--- src/rtl/boot_pkg.sv ---
// Shared types and constants for the SPI-flash-to-RAM boot loader.
package boot_pkg;

   typedef enum logic [3:0] {
      S_HOLD      = 4'd0,
      S_WAKE      = 4'd1,
      S_WAKE_WAIT = 4'd2,
      S_CMD       = 4'd3,
      S_BYTE      = 4'd4,
      S_WRITE     = 4'd5,
      S_WRITE_END = 4'd6,
      S_CHECK     = 4'd7,
      S_SLEEP     = 4'd8,
      S_RELEASE   = 4'd9,
      S_FAIL      = 4'd10,
      S_DONE      = 4'd11
   } boot_state_e;

   localparam logic [7:0] CMD_RELEASE_PD = 8'hAB;
   localparam logic [7:0] CMD_READ       = 8'h03;
   localparam logic [7:0] CMD_POWER_DOWN = 8'hB9;

   // Length of the READ opcode plus address phase.
   function automatic int cmd_bits(input int addr_bytes);
      return 8 + 8 * addr_bytes;
   endfunction

endpackage

--- src/rtl/boot_spi_shift.sv ---
// One-transaction SPI mode-0 shifter: sends nbits of tx MSB first and keeps the last 8 bits received.
module boot_spi_shift #(
   parameter int SCK_DIV = 1
) (
   input  logic        clk_i,
   input  logic        rst_i,
   input  logic        go_i,
   input  logic [5:0]  nbits_i,
   input  logic [31:0] tx_i,
   input  logic        so_i,
   output logic        sck_o,
   output logic        si_o,
   output logic        busy_o,
   output logic        done_o,
   output logic [7:0]  rx_o
);

   localparam logic [15:0] DIV_LAST = 16'(SCK_DIV - 1);

   logic        sck_q, si_q, busy_q, done_q;
   logic [15:0] div_q;
   logic [5:0]  bits_q;
   logic [31:0] sh_q;
   logic [7:0]  rx_q;
   logic [31:0] tx_align_s;

   // tx is right-justified; left-justify it so the first bit sits in bit 31.
   always_comb begin
      tx_align_s = tx_i << (6'd32 - nbits_i);
   end

   // Bit engine: SI changes only with SCK low, SO is captured on the edge that lowers SCK.
   always_ff @(posedge clk_i or posedge rst_i) begin
      if (rst_i) begin
         sck_q  <= 1'b0;
         si_q   <= 1'b0;
         busy_q <= 1'b0;
         done_q <= 1'b0;
         div_q  <= 16'd0;
         bits_q <= 6'd0;
         sh_q   <= 32'd0;
         rx_q   <= 8'd0;
      end else begin
         done_q <= 1'b0;
         if (!busy_q) begin
            if (go_i) begin
               busy_q <= 1'b1;
               sh_q   <= tx_align_s;
               si_q   <= tx_align_s[31];
               bits_q <= nbits_i;
               div_q  <= 16'd0;
               sck_q  <= 1'b0;
            end else begin
               si_q <= 1'b0;
            end
         end else if (div_q != DIV_LAST) begin
            div_q <= div_q + 16'd1;
         end else begin
            div_q <= 16'd0;
            if (!sck_q) begin
               sck_q <= 1'b1;
            end else begin
               sck_q  <= 1'b0;
               rx_q   <= {rx_q[6:0], so_i};
               sh_q   <= {sh_q[30:0], 1'b0};
               bits_q <= bits_q - 6'd1;
               if (bits_q == 6'd1) begin
                  busy_q <= 1'b0;
                  done_q <= 1'b1;
                  si_q   <= 1'b0;
               end else begin
                  si_q <= sh_q[30];
               end
            end
         end
      end
   end

   assign sck_o  = sck_q;
   assign si_o   = si_q;
   assign busy_o = busy_q;
   assign done_o = done_q;
   assign rx_o   = rx_q;

endmodule

--- src/rtl/boot_loader.sv ---
// Power-on loader: wakes the SPI flash, copies an image into 6502 RAM, verifies an optional
// trailing checksum, powers the flash down and releases the CPU.
module boot_loader
   import boot_pkg::*;
#(
   parameter int                       FLASH_ADDR_BYTES = 3,
   parameter logic [23:0]              FLASH_BASE       = 24'h080000,
   parameter int                       RAM_ADDR_BITS    = 19,
   parameter logic [RAM_ADDR_BITS-1:0] RAM_BASE         = 19'h0F000,
   parameter int                       LENGTH           = 4096,
   parameter int                       SCK_DIV          = 1,
   parameter int                       STARTUP_CYCLES   = 64,
   parameter int                       WAKE_CYCLES      = 800,
   parameter bit                       CHECKSUM_EN      = 1'b1,
   parameter bit                       POWER_DOWN_EN    = 1'b1
) (
   input  logic                     clock,
   input  logic                     reset,
   input  logic                     start,
   input  logic                     flash_so,
   output logic                     flash_si,
   output logic                     flash_sck,
   output logic                     flash_cs_n,
   output logic [RAM_ADDR_BITS-1:0] address,
   output logic [7:0]               data,
   output logic                     rw,
   output logic                     busen,
   output logic                     cpu_reset_n,
   output logic                     booting,
   output logic                     error
);

   localparam int          CMD_BITS  = cmd_bits(FLASH_ADDR_BYTES);
   localparam logic [31:0] BASE_MASK = (32'h1 << (8 * FLASH_ADDR_BYTES)) - 32'h1;
   localparam logic [31:0] READ_TX   = (32'(CMD_READ) << (8 * FLASH_ADDR_BYTES)) | (32'(FLASH_BASE) & BASE_MASK);
   localparam logic [15:0] LAST_OFF  = 16'(LENGTH - 1);

   boot_state_e              state_q;
   logic [31:0]              wait_q;
   logic [15:0]              offset_q;
   logic [7:0]               sum_q;
   logic                     cs_q, rw_q, busen_q, cpu_q, booting_q, error_q;
   logic [RAM_ADDR_BITS-1:0] address_q;
   logic [7:0]               data_q;
   logic                     go_q, spi_wait_q;
   logic [5:0]               nbits_q, nbits_d;
   logic [31:0]              tx_q, tx_d;
   logic                     shift_state_s;
   logic                     spi_sck_s, spi_si_s, spi_busy_s, spi_done_s;
   logic [7:0]               spi_rx_s;

   boot_spi_shift #(.SCK_DIV(SCK_DIV)) u_shift (
      .clk_i   (clock),
      .rst_i   (reset),
      .go_i    (go_q),
      .nbits_i (nbits_q),
      .tx_i    (tx_q),
      .so_i    (flash_so),
      .sck_o   (spi_sck_s),
      .si_o    (spi_si_s),
      .busy_o  (spi_busy_s),
      .done_o  (spi_done_s),
      .rx_o    (spi_rx_s)
   );

   // Which states run a flash transaction, and what each one shifts out.
   always_comb begin
      shift_state_s = 1'b1;
      nbits_d       = 6'd8;
      tx_d          = 32'd0;
      case (state_q)
         S_WAKE:  tx_d = {24'd0, CMD_RELEASE_PD};
         S_CMD: begin
            nbits_d = 6'(CMD_BITS);
            tx_d    = READ_TX;
         end
         S_BYTE:  tx_d = 32'd0;
         S_CHECK: tx_d = 32'd0;
         S_SLEEP: begin
            shift_state_s = POWER_DOWN_EN;
            tx_d          = {24'd0, CMD_POWER_DOWN};
         end
         default: shift_state_s = 1'b0;
      endcase
   end

   // Main sequencer; it owns chip select and all bus-side outputs.
   always_ff @(posedge clock or posedge reset) begin
      if (reset) begin
         state_q    <= S_HOLD;
         wait_q     <= 32'd0;
         offset_q   <= 16'd0;
         sum_q      <= 8'd0;
         cs_q       <= 1'b1;
         address_q  <= '0;
         data_q     <= 8'd0;
         rw_q       <= 1'b1;
         busen_q    <= 1'b0;
         cpu_q      <= 1'b0;
         booting_q  <= 1'b1;
         error_q    <= 1'b0;
         go_q       <= 1'b0;
         spi_wait_q <= 1'b0;
         nbits_q    <= 6'd0;
         tx_q       <= 32'd0;
      end else begin
         go_q <= 1'b0;
         if (shift_state_s && !spi_wait_q && !spi_busy_s) begin
            cs_q       <= 1'b0;
            go_q       <= 1'b1;
            nbits_q    <= nbits_d;
            tx_q       <= tx_d;
            spi_wait_q <= 1'b1;
         end
         case (state_q)
            S_HOLD: begin
               if (wait_q == 32'(STARTUP_CYCLES - 1)) begin
                  wait_q  <= 32'd0;
                  state_q <= S_WAKE;
               end else begin
                  wait_q <= wait_q + 32'd1;
               end
            end
            S_WAKE: begin
               if (spi_wait_q && spi_done_s) begin
                  spi_wait_q <= 1'b0;
                  cs_q       <= 1'b1;
                  state_q    <= S_WAKE_WAIT;
               end
            end
            S_WAKE_WAIT: begin
               if (wait_q == 32'(WAKE_CYCLES - 1)) begin
                  wait_q  <= 32'd0;
                  state_q <= S_CMD;
               end else begin
                  wait_q <= wait_q + 32'd1;
               end
            end
            S_CMD: begin
               if (spi_wait_q && spi_done_s) begin
                  spi_wait_q <= 1'b0;
                  state_q    <= S_BYTE;
               end
            end
            S_BYTE: begin
               if (spi_wait_q && spi_done_s) begin
                  spi_wait_q <= 1'b0;
                  address_q  <= RAM_BASE + RAM_ADDR_BITS'(offset_q);
                  data_q     <= spi_rx_s;
                  rw_q       <= 1'b0;
                  state_q    <= S_WRITE;
               end
            end
            S_WRITE: begin
               rw_q    <= 1'b1;
               sum_q   <= sum_q + data_q;
               state_q <= S_WRITE_END;
            end
            S_WRITE_END: begin
               if (offset_q < LAST_OFF) begin
                  offset_q <= offset_q + 16'd1;
                  state_q  <= S_BYTE;
               end else if (CHECKSUM_EN) begin
                  state_q <= S_CHECK;
               end else begin
                  cs_q    <= 1'b1;
                  state_q <= S_SLEEP;
               end
            end
            S_CHECK: begin
               if (spi_wait_q && spi_done_s) begin
                  spi_wait_q <= 1'b0;
                  cs_q       <= 1'b1;
                  if (8'(sum_q + spi_rx_s) == 8'h00) begin
                     state_q <= S_SLEEP;
                  end else begin
                     booting_q <= 1'b0;
                     error_q   <= 1'b1;
                     state_q   <= S_FAIL;
                  end
               end
            end
            S_SLEEP: begin
               // Entered with CS already high, so CS spends at least a cycle high before 0xB9.
               if (!POWER_DOWN_EN || (spi_wait_q && spi_done_s)) begin
                  spi_wait_q <= 1'b0;
                  cs_q       <= 1'b1;
                  address_q  <= '0;
                  data_q     <= 8'd0;
                  rw_q       <= 1'b1;
                  busen_q    <= 1'b1;
                  cpu_q      <= 1'b1;
                  booting_q  <= 1'b0;
                  state_q    <= S_RELEASE;
               end
            end
            S_RELEASE: state_q <= S_DONE;
            S_FAIL, S_DONE: begin
               if (start) begin
                  busen_q   <= 1'b0;
                  cpu_q     <= 1'b0;
                  booting_q <= 1'b1;
                  error_q   <= 1'b0;
                  rw_q      <= 1'b1;
                  cs_q      <= 1'b1;
                  offset_q  <= 16'd0;
                  sum_q     <= 8'd0;
                  wait_q    <= 32'd0;
                  state_q   <= S_WAKE;
               end
            end
            default: state_q <= S_HOLD;
         endcase
      end
   end

   assign flash_si    = spi_si_s & booting_q;
   assign flash_sck   = spi_sck_s;
   assign flash_cs_n  = cs_q;
   assign address     = address_q;
   assign data        = data_q;
   assign rw          = rw_q;
   assign busen       = busen_q;
   assign cpu_reset_n = cpu_q;
   assign booting     = booting_q;
   assign error       = error_q;

endmodule

--- config.mk ---
export PLATFORM = sky130hd
export DESIGN_NAME = boot_loader
export DESIGN_NICKNAME = d
export VERILOG_FILES = /design/src/rtl/boot_pkg.sv /design/src/rtl/boot_spi_shift.sv /design/src/rtl/boot_loader.sv
export SDC_FILE = /design/constraint.sdc
export NUM_CORES = 1
export LEC_CHECK = 0
export BUFFER_PORTS_ARGS = -buffer_cell sky130_fd_sc_hd__buf_2
export CAP_MARGIN = 20
export CORE_UTILIZATION = 32
export DETAILED_ROUTE_END_ITERATION = 10
export PLACE_DENSITY = 0.56
export SYNTH_ARGS = -nofsm -noshare
export SYNTH_HDL_FRONTEND = slang
export SYNTH_SLANG_ARGS = --single-unit
--- constraint.sdc ---
create_clock -name clock -period 14.2 [get_ports clock]
set_input_delay 0.71 -clock clock [delete_from_list [all_inputs] [get_ports clock]]
set_output_delay 0.71 -clock clock [all_outputs]
set_load 0.01 [all_outputs]
# Word-level counts from Yosys, hierarchy flattened

Cells that the tools add are included.

Add/subtract/negate cells: 8
Order comparisons: 1
Eq/ne operators: 26
Shift operators: 1
Mux-type cells: 78
Bitwise logic cells: 2
Reduce and logical (&&, ||, !) cells: 33

Operator list:

| operator                 | number |
|---|---|
| $mux W31                 | 4 |
| $mux W32                 | 3 |
| $pmux W32 S3             | 1 |
| $mux W16                 | 5 |
| $pmux W26 S3             | 1 |
| $pmux W4 S11             | 1 |
| $mux W19                 | 2 |
| $pmux W19 S2             | 1 |
| $mux W1                  | 34 |
| $add A16 B1 Y16 const B  | 2 |
| $add A32 B1 Y32 const B  | 1 |
| $eq A32 B10 Y1 const B   | 1 |
| $eq A32 B6 Y1 const B    | 1 |
| $mux W4                  | 8 |
| $pmux W16 S2             | 1 |
| $pmux W8 S2              | 2 |
| $shl A32 B6 Y32          | 1 |
| $mux W6                  | 5 |
| $mux W8                  | 3 |
| $ne A2 B2 Y1 const B     | 11 |
| $add A16 B16 Y17 const A | 1 |
| $add A8 B8 Y8            | 2 |
| $eq A4 B3 Y1 const B     | 4 |
| $eq A4 B4 Y1 const B     | 4 |
| 29 further kinds         | 50 |

Register bits: 197
Bits of input ports: 4
Output and inout bits: 35
Logic and storage cells: 172

# Depth between registers and ports, before layout

Depth in word-level cells: 8
Mapped depth: 10
Mapped depth without buffers: 8

# By module

Synthesis repeated with hierarchy kept, for this count alone.

Cell total of the unflattened synthesis: 1106
Area total of the unflattened synthesis: 10553.9 um^2

By module, submodules not included:

| module         | times used | cells an instance | area each (um^2) | seq. area each (um^2) |
|---|---|---|---|---|
| boot_loader    | 1          | 548               | 5355.1           | 2431.1 |
| boot_spi_shift | 1          | 558               | 5198.7           | 1626.6 |

# Worst setup path after synthesis

Ideal clock, no wire load.

Kind: reg2reg
From: register sum_q[0]
To: register state_q[1]
Library setup time: 119 ps
Data arrival time: 2126 ps
Data required time: 14081 ps
Setup slack: 11956 ps
Cell stages (with the launch flop): 9
Path buffers: 0
Clock period less this slack: 2244 ps
Cell sequence: dfrtp_1 > ha_1 > fa_1 > a211oi_1 > o21ba_2 > o221ai_1 > nor4b_1 > a21oi_1 > o21a_1

Longest elaborated chain between the ends: 5

RTL lines:

| item                   | line               | text |
|---|---|---|
| from (decl)            | boot_loader.sv:41  | `logic [7:0] sum_q;` |
| from (signal assigned) | boot_loader.sv:156 | `sum_q <= sum_q + data_q;` |
| $add A8 B8 Y8          | boot_loader.sv:174 | `if (8'(sum_q + spi_rx_s) == 8'h00) begin` |
| $logic_not A8 Y1       | boot_loader.sv:174 |  |
| $mux W2                | boot_loader.sv:174 |  |
| $mux W4                | boot_loader.sv:171 | `if (spi_wait_q && spi_done_s) begin` |
| $pmux W4 S11           | boot_loader.sv:115 | `case (state_q)` |
| to (signal assigned)   | boot_loader.sv:119 | `state_q <= S_WAKE;` |
| to (signal assigned)   | boot_loader.sv:175 | `state_q <= S_SLEEP;` |
| to (signal assigned)   | boot_loader.sv:179 | `state_q <= S_FAIL;` |
| to (decl)              | boot_loader.sv:38  | `boot_state_e state_q;` |

Every way passes these cells. The select of a mux whose other input is x is not followed.
A chain may end at the register's enable or synchronous reset.

# Worst setup path after layout

From: register u_shift.div_q[7]
To: register u_shift.bits_q[4]

Longest elaborated chain between the ends: 3

RTL lines:

| item                               | line                 | text |
|---|---|---|
| from (decl)                        | boot_spi_shift.sv:21 | `logic [15:0] div_q;` |
| from (signal assigned)             | boot_spi_shift.sv:57 | `div_q <= div_q + 16'd1;` |
| $reduce_bool A16 Y1                | boot_spi_shift.sv:56 | `end else if (div_q != DIV_LAST) begin` |
| $ne A2 B2 Y1 (no source line)      | -                    |  |
| $reduce_and A3 Y1 (no source line) | -                    |  |
| to (signal assigned)               | boot_spi_shift.sv:50 | `bits_q <= nbits_i;` |
| to (signal assigned)               | boot_spi_shift.sv:66 | `bits_q <= bits_q - 6'd1;` |
| to (decl)                          | boot_spi_shift.sv:22 | `logic [5:0] bits_q;` |

Every way passes these cells.

==> impl_metrics.yaml <==
run_status:
  status: "completed"
job:
  maxCapViolations: 0
detailed_routing:
  wl_met2_mm: 8.29
  drt-initial-drc-count: 400
  met3_length_um: 468
  ant_nets: 0
  finalWirelength_mm: 18.2
  drc: 0
  drt_pass1_iterations: 4
  vias_per_cell: 4.96
  top_layer: "met5"
  wl_met1_mm: 9.19
  wl_per_cell_um: 14.3
  vias: 6345
logic_synthesis:
  synth-edff-count: 0
  synth.area.top_cells: "dfrtp_1 (47%), nand2_1 (7.4%), nor2_1 (4.2%), o21ai_0 (4.1%), nand3_1 (4.0%)"
  async_reset_ff_frac: 1.00
  avgSynthCellArea_sq_um: 9.18
  synth.distinct_cells: 75
  yosys.area.top_type_share: 0.472
  synth_area_sq_um: 8420
  ys.flop_type: "dfrtp_1"
  synth-seq-cells: 162
  synthCells: 918
  yosysSeqAreaShare: 0.482
  ys_warn_count: 0
  synth_top_area_cell: "dfrtp_1"
power_and_ir_drop:
  intPower_w: 0.000712
  p_sw_frac: 0.224
  p_total_w: 0.000917
  p_seq_frac: 0.503
  comb_power_share: 0.011
  ir_worst_vdd_v: 0.0000763
  power.switching_w: 0.000205
  p_clk_frac: 0.486
  p_per_area_nw_per_um2: 97.3
  p_leak_nw: 4.26
critical_path:
  path_max_fanout: 29
  cp_cell_sequence: "or4_4 > nor4_1 > and3_1 > nand3_1 > xor2_1 > nor2_1"
  crit_type: "register to register"
  critPathLaunch: "u_shift.div_q[7]$_DFFE_PP0N_"
  slowest_stage: "and3_1"
  crit_cells: 6
  r2r_slack_ps: 11280
  worstRegToRegCells: 6
  worst_path_dominant_cell_family: "simple AND/OR/NAND/NOR gates"
  crit_path_start_kind: "register"
  r2r_start: "u_shift.div_q[7]$_DFFE_PP0N_"
  required_ps: 14500
  max_stage_delay_ps: 890
  reg2reg_to: "u_shift.bits_q[4]$_DFFE_PP0P_"
  endpoint_kind: "register"
  worst_ep_arrival_time_ps: 3220
  critical_path_buf_inv_count: 0
  endpoint: "u_shift.bits_q[4]$_DFFE_PP0P_"
clock_tree:
  ctsHoldBuffers: 0
  clock_latency_ps: 420
  post_cts_buffers: 0
  clk_path_buf_depth: 2
  cts-resized-gates: 0
  root_buffer: "clkbuf_16"
  htree_levels: 4
  cts_sinks: 162
  numCtsBuffers: 17
  cts_tree: "yes"
  clk_pin_slew_ps: 70
layout:
  num_antenna_cells: 0
  area_delta_synth_final_pct: 11.9
  drive_above_1_share: 0.110
  final_area_sq_um: 9420
  final_nets: 961
  utilization: 0.364
die:
  start_util: 0.325
  die_w_um: 164
  num_rows: 59
  dieArea_sq_um: 27000
  design.core.area_sq_um: 25900
  die_y_um: 164
  pin_count: 39
sta:
  period_needed_ps: 2920
  hold_viol: 0
  fin_setup_tns_ps: 0
  worst_pin_slew_ps: 992
  slew_viol_final: 0
  setup_viol: 0
  holdWs_ps: 454
  rsz0062_at_grt: "false"
  period_share: 0.206
  skew_ps: 11.5
  slew_headroom: 0.339
  max_freq_ghz: 0.342
placement:
  dp.final_hpwl_mm: 12.1
  gp_congestion: 0.801
  numPortBuffers: 36
  place_area_sq_um: 8810
grt:
  grt_pass1_vias: 6249
  track_usage: 0.147
  grt_pass1_wl_mm: 31.7
  overflow: 0
  grt_max_degree: 89
  antenna_found_initial: 1
worst_hold_path:
  hold_path.class: "input port to asynchronous set/reset pin"
stage by stage:
stage	setup slack, ps	cells
after global routing	10940	1280
final	11280	1280
after CTS	11170	1278
after detailed placement	11190	1246
after global placement	11210	1246
after floorplan	9120	919
flip-flops by register name, indices dropped and copies added (netlist names), 4 cells and up:
name            flops
u_shift.bits_q      6
data                8
state_q             4
u_shift.sh_q       31
u_shift.rx_o        8
address            17
wait_q             32
u_shift.div_q      16
tx_q                4
sum_q               8
offset_q           16
routing by layer:
metal / up-vias / global-route usage
li1: 3212 / -
met2: 65 / 0.231
met4: 2 / 0.0497
met3: 21 / 0.0280
met1: 3045 / 0.201
met5: - / 0
logic make-up (layout without fill, tap and decap cells):
group | count (synthesis) | count (layout) | synth area share
simple gates | 428 | 428 | 0.241
compound gates | 177 | 177 | 0.138
flops | 162 | 162 | 0.482
buf+inv | 65 | 91 | 0.0364
xor+xnor | 53 | 53 | 0.0551
fa+ha+maj | 25 | 25 | 0.0389
mux | 7 | 7 | 0.00876
other cells | 1 | 2 | 0.000445
cells in the final DEF (no fill, tap or decap), types with 10 or more instances in the layout:
cell type,Yosys,routed
xnor2_1,19,19
clkbuf_16,0,17
and3_1,11,11
nor4_1,10,10
dfrtp_1,159,159
buf_2,8,36
ha_1,23,23
nor3_1,11,11
inv_1,18,17
a21oi_1,30,30
nand3_1,67,67
o21ai_0,69,69
nor2_1,94,94
nand4_1,15,15
o31ai_1,13,13
nand2_1,167,167
xor2_1,34,34
synthesized netlist by cell type, types with 13 or more instances:
cell	instances
nand2_1	167
nand3_1	67
xor2_1	34
inv_1	18
o21ai_0	69
nand4_1	15
xnor2_1	19
nor2_1	94
a21oi_1	30
ha_1	23
dfrtp_1	159
o31ai_1	13
clkbuf_1	21
power groups by stage:
stage / Combinational [W] / Clock [W] / Sequential (W)
floorplan: 0.00000732 / 0 / 0.000470
global placement: 0.0000111 / 0 / 0.000470
detailed placement: 0.0000111 / 0 / 0.000470
CTS: 0.0000112 / 0.000461 / 0.000461
global route: 0.0000125 / 0.000482 / 0.000461
finish: 0.0000101 / 0.000445 / 0.000461
worst min-delay path by stage:
stage	endpoint	start
floorplan	u_shift.sh_q[10]$_DFFE_PP0P_	u_shift.sh_q[9]$_DFFE_PP0P_
global placement	u_shift.sh_q[26]$_DFFE_PP0P_	u_shift.sh_q[25]$_DFFE_PP0P_
detailed placement	address[13]$_DFFE_PP0P_	address[13]$_DFFE_PP0P_
CTS	u_shift.rx_o[0]$_DFFE_PP0P_	flash_so
global route	u_shift.rx_o[0]$_DFFE_PP0P_	flash_so
finish	wait_q[27]$_DFFE_PP0P_	reset
cell type report:
cell class / instances / area, sq um
Fill cell: 2612 / 16500
Clock inverter: 12 / 123
Sequential cell: 162 / 4060
Inverter: 18 / 72.6
Clock buffer: 20 / 447
Tap cell: 335 / 419
Multi-Input combinational cell: 692 / 4060
Timing Repair Buffer: 41 / 241
Note: power is estimated with default switching activity, not from simulation.
